--- src/rtl/hopfield_pkg.sv ---
// Shared constants, FSM encoding and link-address helper for the Hopfield recall path.
package hopfield_pkg;
    localparam int N          = 25;
    localparam int WW         = 4;
    localparam int SUMW       = 8;
    localparam int AW         = 10;
    localparam int KW         = 5;
    localparam int MAX_SWEEPS = 8;
    localparam logic [N-1:0] INIT_PATTERN = 25'b0111010011100100001001110;

    typedef enum logic [2:0] {IDLE, FETCH, DRAIN, COMMIT, SWEEP_END, FINISH} state_t;

    typedef struct packed {
        logic clr;
        logic en;
        logic sub;
    } mac_ctrl_t;

    function automatic logic [AW-1:0] link_index(input logic [KW-1:0] k, input logic [KW-1:0] m);
        return AW'(k) * AW'(N) + AW'(m);
    endfunction
endpackage

--- src/rtl/hopfield_mac.sv ---
// Signed weight accumulator; the neuron bit picks +w or -w, pos flags a strictly positive sum.
module hopfield_mac
    import hopfield_pkg::*;
(
    input  logic                 clk,
    input  logic                 rst,
    input  mac_ctrl_t            ctrl,
    input  logic signed [WW-1:0] w,
    output logic                 pos
);
    logic signed [SUMW-1:0] sum;
    logic signed [SUMW-1:0] w_ext;

    assign w_ext = {{(SUMW-WW){w[WW-1]}}, w};
    assign pos   = !sum[SUMW-1] && (sum != '0);

    always_ff @(posedge clk) begin
        if (!rst)
            sum <= '0;
        else if (ctrl.clr)
            sum <= '0;
        else if (ctrl.en)
            sum <= ctrl.sub ? sum - w_ext : sum + w_ext;
    end
endmodule

--- src/rtl/hopfield_recall_ctrl.sv ---
// Serial Hopfield recall: one link weight per cycle, one in-place neuron update per N+2 cycles.
module hopfield_recall_ctrl
    import hopfield_pkg::*;
(
    input  logic          clk,
    input  logic          rst,
    input  logic          start,
    input  logic          load,
    input  logic [N-1:0]  load_pattern,
    output logic          link_rd_en,
    output logic [AW-1:0] link_addr,
    input  logic [WW-1:0] link_data,
    output logic [N-1:0]  neuros,
    output logic          busy,
    output logic          done,
    output logic          converged,
    output logic [3:0]    sweep_count
);
    state_t        state;
    logic [KW-1:0] k, m, m_q;
    logic          rd_vld, changed, pos, chg_next, last_sweep, keep_going;
    mac_ctrl_t     mac_ctrl;

    assign chg_next   = changed | (pos != neuros[k]);
    assign last_sweep = (sweep_count == 4'(MAX_SWEEPS - 1));
    // Decided in the final COMMIT so the next sweep's first read overlaps SWEEP_END.
    assign keep_going = chg_next && !last_sweep;

    always_comb begin
        mac_ctrl.clr = (state == COMMIT) || (state == IDLE && start && !load);
        mac_ctrl.en  = rd_vld;
        mac_ctrl.sub = !neuros[m_q];
    end

    hopfield_mac u_mac (
        .clk  (clk),
        .rst  (rst),
        .ctrl (mac_ctrl),
        .w    (link_data),
        .pos  (pos)
    );

    always_ff @(posedge clk) begin
        if (!rst) begin
            state       <= IDLE;
            neuros      <= INIT_PATTERN;
            busy        <= 1'b0;
            done        <= 1'b0;
            converged   <= 1'b0;
            sweep_count <= '0;
            link_rd_en  <= 1'b0;
            link_addr   <= '0;
            k           <= '0;
            m           <= '0;
            m_q         <= '0;
            rd_vld      <= 1'b0;
            changed     <= 1'b0;
        end else begin
            // Synchronous RAM: data for the address issued now arrives next cycle.
            rd_vld <= link_rd_en;
            m_q    <= m;
            done   <= 1'b0;
            case (state)
                IDLE: begin
                    if (load) begin
                        neuros <= load_pattern;
                    end else if (start) begin
                        k           <= '0;
                        m           <= '0;
                        changed     <= 1'b0;
                        sweep_count <= '0;
                        converged   <= 1'b0;
                        busy        <= 1'b1;
                        link_rd_en  <= 1'b1;
                        link_addr   <= link_index('0, '0);
                        state       <= FETCH;
                    end
                end
                FETCH: begin
                    if (m == KW'(N-1)) begin
                        link_rd_en <= 1'b0;
                        state      <= DRAIN;
                    end else begin
                        m         <= m + KW'(1);
                        link_addr <= link_addr + AW'(1);
                    end
                end
                DRAIN: state <= COMMIT;
                COMMIT: begin
                    neuros[k] <= pos;
                    changed   <= chg_next;
                    m         <= '0;
                    if (k != KW'(N-1)) begin
                        k          <= k + KW'(1);
                        link_rd_en <= 1'b1;
                        link_addr  <= link_index(k + KW'(1), '0);
                        state      <= FETCH;
                    end else begin
                        link_rd_en <= keep_going;
                        link_addr  <= '0;
                        state      <= SWEEP_END;
                    end
                end
                SWEEP_END: begin
                    sweep_count <= sweep_count + 4'd1;
                    if (!changed || last_sweep) begin
                        converged <= !changed;
                        busy      <= 1'b0;
                        done      <= 1'b1;
                        state     <= FINISH;
                    end else begin
                        k         <= '0;
                        changed   <= 1'b0;
                        m         <= KW'(1);
                        link_addr <= AW'(1);
                        state     <= FETCH;
                    end
                end
                FINISH:  state <= IDLE;
                default: state <= IDLE;
            endcase
        end
    end
endmodule

--- config.mk ---
export PLATFORM = sky130hd
export DESIGN_NAME = hopfield_recall_ctrl
export DESIGN_NICKNAME = d
export VERILOG_FILES = /design/src/rtl/hopfield_pkg.sv /design/src/rtl/hopfield_mac.sv /design/src/rtl/hopfield_recall_ctrl.sv
export SDC_FILE = /design/constraint.sdc
export NUM_CORES = 1
export LEC_CHECK = 0
export CORE_ASPECT_RATIO = 0.7
export CORE_MARGIN = 2
export CORE_UTILIZATION = 35
export DETAILED_ROUTE_END_ITERATION = 7
export PLACE_DENSITY_LB_ADDON = 0.15
export SYNTH_ARGS = -nofsm -noshare
export SYNTH_HDL_FRONTEND = slang
export SYNTH_SLANG_ARGS = --single-unit
--- constraint.sdc ---
create_clock -name clk -period 4.2 [get_ports clk]
set_input_delay 0.84 -clock clk [delete_from_list [all_inputs] [get_ports clk]]
set_output_delay 0.84 -clock clk [all_outputs]
set_load 0.02 [all_outputs]
==> impl_metrics.tcl <==
set metrics [dict create \
    grt_first_pass_wirelength_um 22140 \
    skew_ns 0.008434 \
    dieArea_um2 14360 \
    criticalPathCategory "flip-flop to flip-flop" \
    synth_area_leaders "dfxtp_1, ha_1, mux2i_1, nand2_1, nor2_1" \
    fp.dieH_um 100.8 \
    whs_ns 0.5054 \
    arrival_ns 4.00 \
    grt_antenna_before_repair 0 \
    post-route-period-util 0.8990 \
    final_util 0.4453 \
    ant_nets 0 \
    drt_iter0_markers 270 \
    row_count 35 \
    antenna_cells 0 \
    ys_seq_elements 71 \
    wl_um 13490 \
    syn_inst 563 \
    track_usage 0.1962 \
    synth_xor_area_frac 0.05790 \
    worstSkewPairLatency_ns 0.34 \
    design_area_um2 5851 \
    hold_class "flip-flop to flip-flop" \
    cts_buffers 9 \
    post-route-drc-count 0 \
    syn-num-nets 627 \
    finalHoldViolCount 0 \
    avgSynthCellArea_um2 8.329 \
    dpl_cell_area_um2 5567 \
    ys_seq_area_frac 0.3031 \
    htree_levels 3 \
    yosys.area.top_type "dfxtp_1" \
    yosysWarnings 0 \
    cp.required_ns 4.42 \
    synth_ff_type "dfxtp_1" \
    finalSetupViolations 0 \
    grt_pass1_vias 4178 \
    p_per_area_nw_per_um2 302.1 \
    ctsResizeCount 0 \
    ff2ff_setup_slack_ns 0.42 \
    timing.fmax_ghz 0.2649 \
    async_reset_ff_frac 0 \
    die_w_um 142.4 \
    drt_first_pass_iters 5 \
    synth.top_cell.area_share 0.3031 \
    synth_fa_ha_area_frac 0.08591 \
    ctsHoldBuffers 0 \
    reg2regPathDepth 14 \
    drv_cap 0 \
    endpoint_kind "flip-flop" \
    clock_sinks 71 \
    vdd_drop_max_v 0.0002184 \
    min_path_cells 1 \
    drive_gt1_frac 0.06210 \
    postCtsSetupBuffers 0 \
    rsz0062_at_grt "false" \
    yosysMostFrequentCell "dfxtp_1" \
    drt-wirelength-per-cell_um 16.99 \
    gp_congestion 0.9095 \
    synth_top_family_by_area "simple AND/OR/NAND/NOR gates" \
    cp_max_fo 7 \
    synth_compound_area_frac 0.1745 \
    vias 4326 \
    synth_cell_types 61 \
    cellLeakagePower_nw 2.286 \
    syn_area_um2 4689 \
    worst-slew-pin-transition_ns 1.026 \
    cts_buffer_depth 2 \
    start_kind "flip-flop" \
    fp.coreArea_um2 13140 \
    synth_commonest_cells "dfxtp_1, nand2_1, nor2_1" \
    final_net_count 688 \
    initial_core_util 0.3570 \
    tns_ns 0 \
    total_power_w 0.001768 \
    io_pins 76 \
    drv_slew 0 \
    cts.clk_slew.worst_paths_ns 0.06 \
    post-dp-hpwl_um 9845 \
    io_buffers 75 \
    cts_tree "yes" \
    synthMuxAreaShare 0.09365 \
    maxSlewHeadroom 0.3158 \
    grt_max_degree 56 \
    outcome "finished clean" \
    period_needed_ns 3.776 \
    syn2layout_area_growth_pct 24.76 \
    vias_per_cell 5.448 \
    root_buffer "clkbuf_16" \
    synth_simple_gate_area_share 0.2388 \
    synth_edf_count 0 \
    overflow 0 \
]
[power by group]
group / internal (W) / switching, W / leakage [nW]
combinational: 0.000140 / 0.000155 / 1.57
sequential: 0.000699 / 0.0000327 / 0.579
clock: 0.000443 / 0.000299 / 0.140
total: 0.00128 / 0.000486 / 2.29
[per-stage QoR]
| stage | instances | setup WS (ns) |
|---|---|---|
| floorplan | 563 | 0.6642 |
| global placement | 779 | 0.5533 |
| detailed placement | 779 | 0.4358 |
| CTS | 794 | 0.4252 |
| global route | 794 | 0.1717 |
| finish | 794 | 0.4244 |
[area by class of cell]
cell class / count / area (µm²)
clock buffer: 12 / 266.5
sequential: 71 / 1421
inverter: 24 / 90.09
multi-input combinational: 437 / 3052
fill: 1316 / 7287
clock inverter: 3 / 17.52
timing repair buffer: 81 / 795.8
tap: 166 / 207.7
[metal layers]
layer | up-vias | track usage | part of all wire
met2 | 115 | 0.2932 | 0.42
met4 | 0 | 0.04417 | 0.011
met1 | 2059 | 0.2914 | 0.51
met5 | - | 0 | 0
met3 | 13 | 0.03895 | 0.057
li1 | 2139 | - | -
[worst paths after layout]
| check | end | start |
|---|---|---|
| worst min register to register | rd_vld | link_rd_en |
| worst min-delay path | rd_vld | link_rd_en |
| worst max register to register | u_mac.sum[7] | m_q[1] |
| worst max-delay path | u_mac.sum[7] | m_q[1] |
[cells by family (layout without fill, tap and decap cells)]
kind of cell,after synthesis,count (layout)
simple gates,224,224
compound gates,115,115
flops,71,71
buf+inv,55,120
mux,36,36
fa+ha+maj,31,31
xor+xnor,31,31
[flip-flops by register name, indices dropped and copies added, names as in the netlist]
name,cells
neuros,25
link_addr,10
u_mac.sum,8
k,5
m,5
m_q,5
sweep_count,4
state,3
busy,1
changed,1
converged,1
done,1
link_rd_en,1
rd_vld,1
[cell usage in the layout, fill, tap and decap left out, types with 9 or more instances in the layout]
cell type        Yosys  final
clkdlybuf4s50_1      0     75
dfxtp_1             71     71
nand2_1             62     62
nor2_1              44     44
nand3_1             32     32
ha_1                29     29
inv_1               24     24
mux2i_1             24     24
nor2b_1             20     20
o21ai_0             19     19
and2_1              17     17
xor2_1              17     17
a21oi_1             17     17
xnor2_1             14     14
a22oi_1             12     12
clkbuf_16            0      9
[worst max-delay path, cell delays in order, from the launching register on]
cell,delay (ns)
dfxtp_1,0.37
mux2_4,0.30
or3_1,0.31
a41o_1,0.25
a211o_4,0.39
nand2b_1,0.17
o21ai_0,0.30
ha_1,0.34
o21ai_0,0.18
nand2b_1,0.08
a21oi_1,0.30
nor4b_1,0.10
mux2_4,0.28
nor3_1,0.21
nor3b_2,0.06
Power figures use the tool's default switching activity.
==> variant 1, RTL diff (same settings) <==
Re-encode `state_t` (6 states) as Gray code, 3 bits wide.
--- a/src/rtl/hopfield_pkg.sv
+++ b/src/rtl/hopfield_pkg.sv
@@ -8,7 +8,7 @@
     localparam int MAX_SWEEPS = 8;
     localparam logic [N-1:0] INIT_PATTERN = 25'b0111010011100100001001110;
 
-    typedef enum logic [2:0] {IDLE, FETCH, DRAIN, COMMIT, SWEEP_END, FINISH} state_t;
+    typedef enum logic [2:0] {IDLE = 3'b000, FETCH = 3'b001, DRAIN = 3'b011, COMMIT = 3'b010, SWEEP_END = 3'b110, FINISH = 3'b111} state_t;
 
     typedef struct packed {
         logic clr;
Function: same outputs for any inputs over 10 cycles, from zero or initial values and one cycle with rst low; not proved beyond that.
==> variant 1 against the unedited design <==
- synthesized area shrank 0.40%
- sequential cell count unchanged
- worst setup slack better by 270 ps
- sequential power barely moved
- power up 1.6%
- wire length grew 2.5%
- utilization about the same
- critical path depth stayed put
- clock skew down 4.0 ps
- cell area decreased by 0.24%
- critical endpoint is now u_mac.sum[6]
- largest cell class unchanged
==> variant 1: results (changes against the unedited design) <==
| Metric | Value |
|---|---|
| Max Clock Skew | `4.45 ps (-3.99 ps)` |
| Crit share post-route | `0.835 (-0.0639)` |
| Met2 wire length | `5810 um (+2.4%)` |
| Adder-cell share of the synthesized area | `0.0863 (+0.000345)` |
| GR Util met2 | `0.296 (+0.00297)` |
| Area contributors post-synth | `dfxtp_1 (30%), ha_1 (7.8%), nor2_1 (5.0%), nand2_1 (4.7%), a21oi_1 (4.4%)` |
| Status | `completed` |
| Largest stage delay, worst path | `430 ps (+40 ps)` |
| Sequential fraction of the synthesis area | `0.304 (+0.00122)` |
| Min-delay src | `m[1]` |
| Top cells by count, synth | `dfxtp_1 (71), nor2_1 (62), nand2_1 (59), a21oi_1 (41), ha_1 (29)` |
| DR iter-0 viols | `296 (+9.6%)` |
| HPWL Detailed | `10200 um (+3.4%)` |
| Vias per cell | `5.60 (+2.9%)` |
| Hold depth | `2 (+1)` |
| Clock buffer count from CTS | `9 (unchanged)` |
| First-pass GRT wire length | `22300 um (+0.59%)` |
| Slew headroom | `0.451 (+0.135)` |
| Unique masters post-synth | `60 (-1.6%)` |
| Comb power frac | `0.164 (-0.003)` |
| Syn Nets | `634 (+1.1%)` |
| Layout cells sized above 1 | `0.0647 (+0.00257)` |
| Met1 WL | `7090 um (+2.8%)` |
| Largest net degree at the start of global routing | `38 (-32%)` |
| Met3 Use GR | `0.0451 (+0.00618)` |
| Drt wl/cell | `17.3 um (+1.7%)` |
| Vias in the first global route | `4146 (-0.77%)` |
| Worst Setup SP | `m_q[1]` |
| GRT Util Overall | `0.200 (+0.00375)` |
| Final hold slack | `497 ps (-8.85 ps)` |
| Finished Layout Cells | `800 (+0.76%)` |
| CP max stage cell | `fa_1` |
| Worst hold path endpoint | `m[1]` |
| CP endpoint | `u_mac.sum[6]` |
| Hold Path Class | `reg -> reg` |
| Reg-to-reg slack, setup | `690 ps (+270 ps)` |
| Maximum vdd ir drop | `0.195 mV (-11%)` |
| GPL Wtd Cong | `0.841 (-7.6%)` |
| Nets | `693 (+0.73%)` |
| Net switching power | `0.000482 W (-0.89%)` |
| CP Capture Type | `flip-flop` |
| Yosys top cell area share | `0.304 (+0.00122)` |
| Met1 usage | `0.292 (+0.000670)` |
| Sw frac | `0.269 (-0.00666)` |
| Setup WS pre-CTS | `644 ps (+208 ps)` |
| First-pass detailed-route iteration total | `5 (unchanged)` |
| Seq pwr | `0.000733 W (about the same)` |
| Critical-path maximum fanout | `13 (+6)` |
| Synth Area in XOR/XNOR | `0.0525 (-0.00539)` |
| Met3 WL | `777 um (+1.7%)` |
| FILL cells | `1281 (-2.7%)` |
| Dpl cells | `784 (+0.64%)` |
| DP Area | `5540 um^2 (-0.40%)` |
| Post-synthesis mux area share | `0.0887 (-0.00498)` |
| Pleak | `2.20 nW (-3.8%)` |
| Mapped Cells | `570 (+1.2%)` |
| Post-synthesis compound-gate area fraction | `0.211 (+0.0366)` |
variant 1: changes by cell type in the layout (fill, tap and decap cells not counted), moves of 4 or more:
cell / change
o21ai_0: -6
nand3_1: -9
nor2b_1: -10
a211oi_1: +10
o211ai_1: +4
a221oi_1: +7
mux2i_1: -7
a21oi_1: +24
and2_1: -9
inv_1: -4
nor2_1: +18
nor3_1: +4
o21a_1: +7
a22oi_1: -4
variant 1: cell families after synthesis:
logic type               Yosys count
AO/OA/AOI/OAI                    144
XOR/XNOR                          28
adder cells (fa/ha/maj)           31
buffers and inverters             55
flip-flops                        71
multiplexers                      31
AND/OR/NAND/NOR                  210
variant 1: area by class of cell:
cell class              count  area (um^2)  share of cell area
multi-input cells         444         3030               0.520
flip-flops and latches     71         1420               0.244
repair buffers             82          803               0.138
clock buffers              13          250              0.0429
well taps                 166          208              0.0356
inverters                  21         78.8              0.0135
clock inverters             3         42.5             0.00729
==> variant 2, RTL diff (same settings) <==
Made on the original files. `KW`: 5 -> 6.
--- a/src/rtl/hopfield_pkg.sv
+++ b/src/rtl/hopfield_pkg.sv
@@ -4,7 +4,7 @@
     localparam int WW         = 4;
     localparam int SUMW       = 8;
     localparam int AW         = 10;
-    localparam int KW         = 5;
+    localparam int KW         = 6;
     localparam int MAX_SWEEPS = 8;
     localparam logic [N-1:0] INIT_PATTERN = 25'b0111010011100100001001110;
 
Formal check against the unedited RTL: no difference found for any inputs over 10 cycles, from zero or initial values and one cycle with rst low; that may be too few to reach the edited logic, so the function may still have changed.
==> variant 2 against the unedited design <==
- sequential share of layout area decreased by 0.27 points
- sequential power increased by 3.3%
- hold slack improved by 11 ps
- maximum frequency decreased by 3.7%
- wire length increased by 9.6%
- sequential cell count increased by 2
- die area increased by 3.2%
- synthesized area increased by 3.4%
- cell area increased by 4.0%
- power increased by 5.4%
- worst setup slack got worse by 150 ps
- first-iteration DRC count increased by 54%
- largest cell class unchanged
- highest routed layer unchanged
==> variant 2: results (changes against the unedited design) <==
| Metric | Value |
|---|---|
| Final clock-cell share | `0.0520 (+0.00349)` |
| Syn Nets | `660 (+5.3%)` |
| WL final | `14800 um (+9.6%)` |
| FILL cells | `1320 (+0.30%)` |
| Sequential Area | `1460 um^2 (+2.8%)` |
| Area contributors post-synth | `dfxtp_1 (30%), ha_1 (8.5%), nand2_1 (5.0%), nor2_1 (4.6%), a21oi_1 (4.4%)` |
| Vias in the first global route | `4446 (+6.4%)` |
| Drt wl/cell | `17.6 um (+3.4%)` |
| Largest stage delay, worst path | `440 ps (+50 ps)` |
| Worst r2r dst | `link_addr[9]` |
| Vias | `4665 (+7.8%)` |
| Nets | `719 (+4.5%)` |
| CTS H-tree depth | `3 (unchanged)` |
| Min-delay src | `u_mac.sum[2]` |
| Fraction of area in multi-input gates | `0.522 (about the same)` |
| DR iter-0 viols | `417 (+54%)` |
| Layout sequential cell count | `73 (+2.8%)` |
| Setup WS pre-CTS | `312 ps (-124 ps)` |
| HPWL Detailed | `10800 um (+9.7%)` |
| Comb_multi_in | `462 (+5.7%)` |
| Status | `completed` |
| Mapped Cells | `592 (+5.2%)` |
| First-pass GRT wire length | `23700 um (+7.0%)` |
| CP Capture Type | `flip-flop` |
| PwrDens | `306 nW/um^2 (+1.4%)` |
| Dpl cells | `825 (+5.9%)` |
| Unique masters post-synth | `57 (-6.6%)` |
| DP Area | `5760 um^2 (+3.5%)` |
| Inverters, non-clock | `20 (-17%)` |
| GRT Util Overall | `0.207 (+0.0110)` |
| Fmax | `0.255 GHz (-3.7%)` |
| Max Clock Skew | `6.17 ps (-2.27 ps)` |
| Crit-path leading delay family | `adder cells` |
| Mean post-synth cell area | `8.19 um^2 (-1.7%)` |
| Reg-to-reg slack, setup | `280 ps (-150 ps)` |
| Maximum vdd ir drop | `0.191 mV (-13%)` |
| Worst Setup SP | `k[1]` |
| Sequential fraction of the synthesis area | `0.301 (-0.00160)` |
| Critical-path maximum fanout | `6 (-1)` |
| Largest net degree at the start of global routing | `35 (-38%)` |
| NonClk Buf Share | `0.136 (-0.000267)` |
| GPL Wtd Cong | `0.920 (+1.1%)` |
| Worst-Margin Slew | `1150 ps (+119 ps)` |
| Top cells by count, synth | `dfxtp_1 (73), nand2_1 (65), nor2_1 (60), a21oi_1 (43), ha_1 (33)` |
| Crit path arrival time | `4140 ps (+140 ps)` |
| Pleak | `2.32 nW (+1.4%)` |
| R2R cell count | `15 (+1)` |
==> variant 2: cell types whose count changed in the layout (fill, tap and decap cells not counted), sizes merged, moves of 6 or more <==
cell | before | now
nor2b | 20 | 12
a221oi | 5 | 13
a22oi | 12 | 19
nor2 | 44 | 60
a21oi | 17 | 43
xnor2 | 14 | 21
mux2i | 24 | 16
and3 | 8 | 2
xor2 | 17 | 11
nand3 | 32 | 19
==> variant 2: per-layer routing <==
metal	GRT usage	wire, um	vias to the layer above
met2	0.304	6190	164
met1	0.303	7380	2237
li1	-	-	2242
met5	0	0	-
met4	0.0545	190	0
met3	0.0511	1020	22
==> variant 2: cell families after synthesis <==
| family | after synthesis | synth area share |
|---|---|---|
| buf+inv | 57 | 0.0465 |
| flops | 73 | 0.301 |
| xor+xnor | 33 | 0.0625 |
| compound gates | 143 | 0.195 |
| mux | 31 | 0.0834 |
| fa+ha+maj | 35 | 0.0934 |
| simple gates | 220 | 0.217 |
==> variant 2: worst min-delay path by stage <==
stage              endpoint  slack (ps)  depth (start not counted)
2_1_floorplan          m[1]         470                          2
3_3_place_gp   u_mac.sum[2]         500                          2
3_5_place_dp         rd_vld         510                          1
4_1_cts              rd_vld         520                          1
5_1_grt              rd_vld         540                          1
6_report       u_mac.sum[2]         520                          2
==> variant 2: report_power, final <==
part	internal, W	switching [W]	total [W]
clock	0.000508	0.000311	0.000818
combinational	0.000138	0.000151	0.000289
sequential	0.000717	0.0000379	0.000755
==> variant 2: tightest hold or removal path: stages, from the launching register on <==
cell	delay [ps]
dfxtp_1	330
nor2_1	90
a211oi_1	50
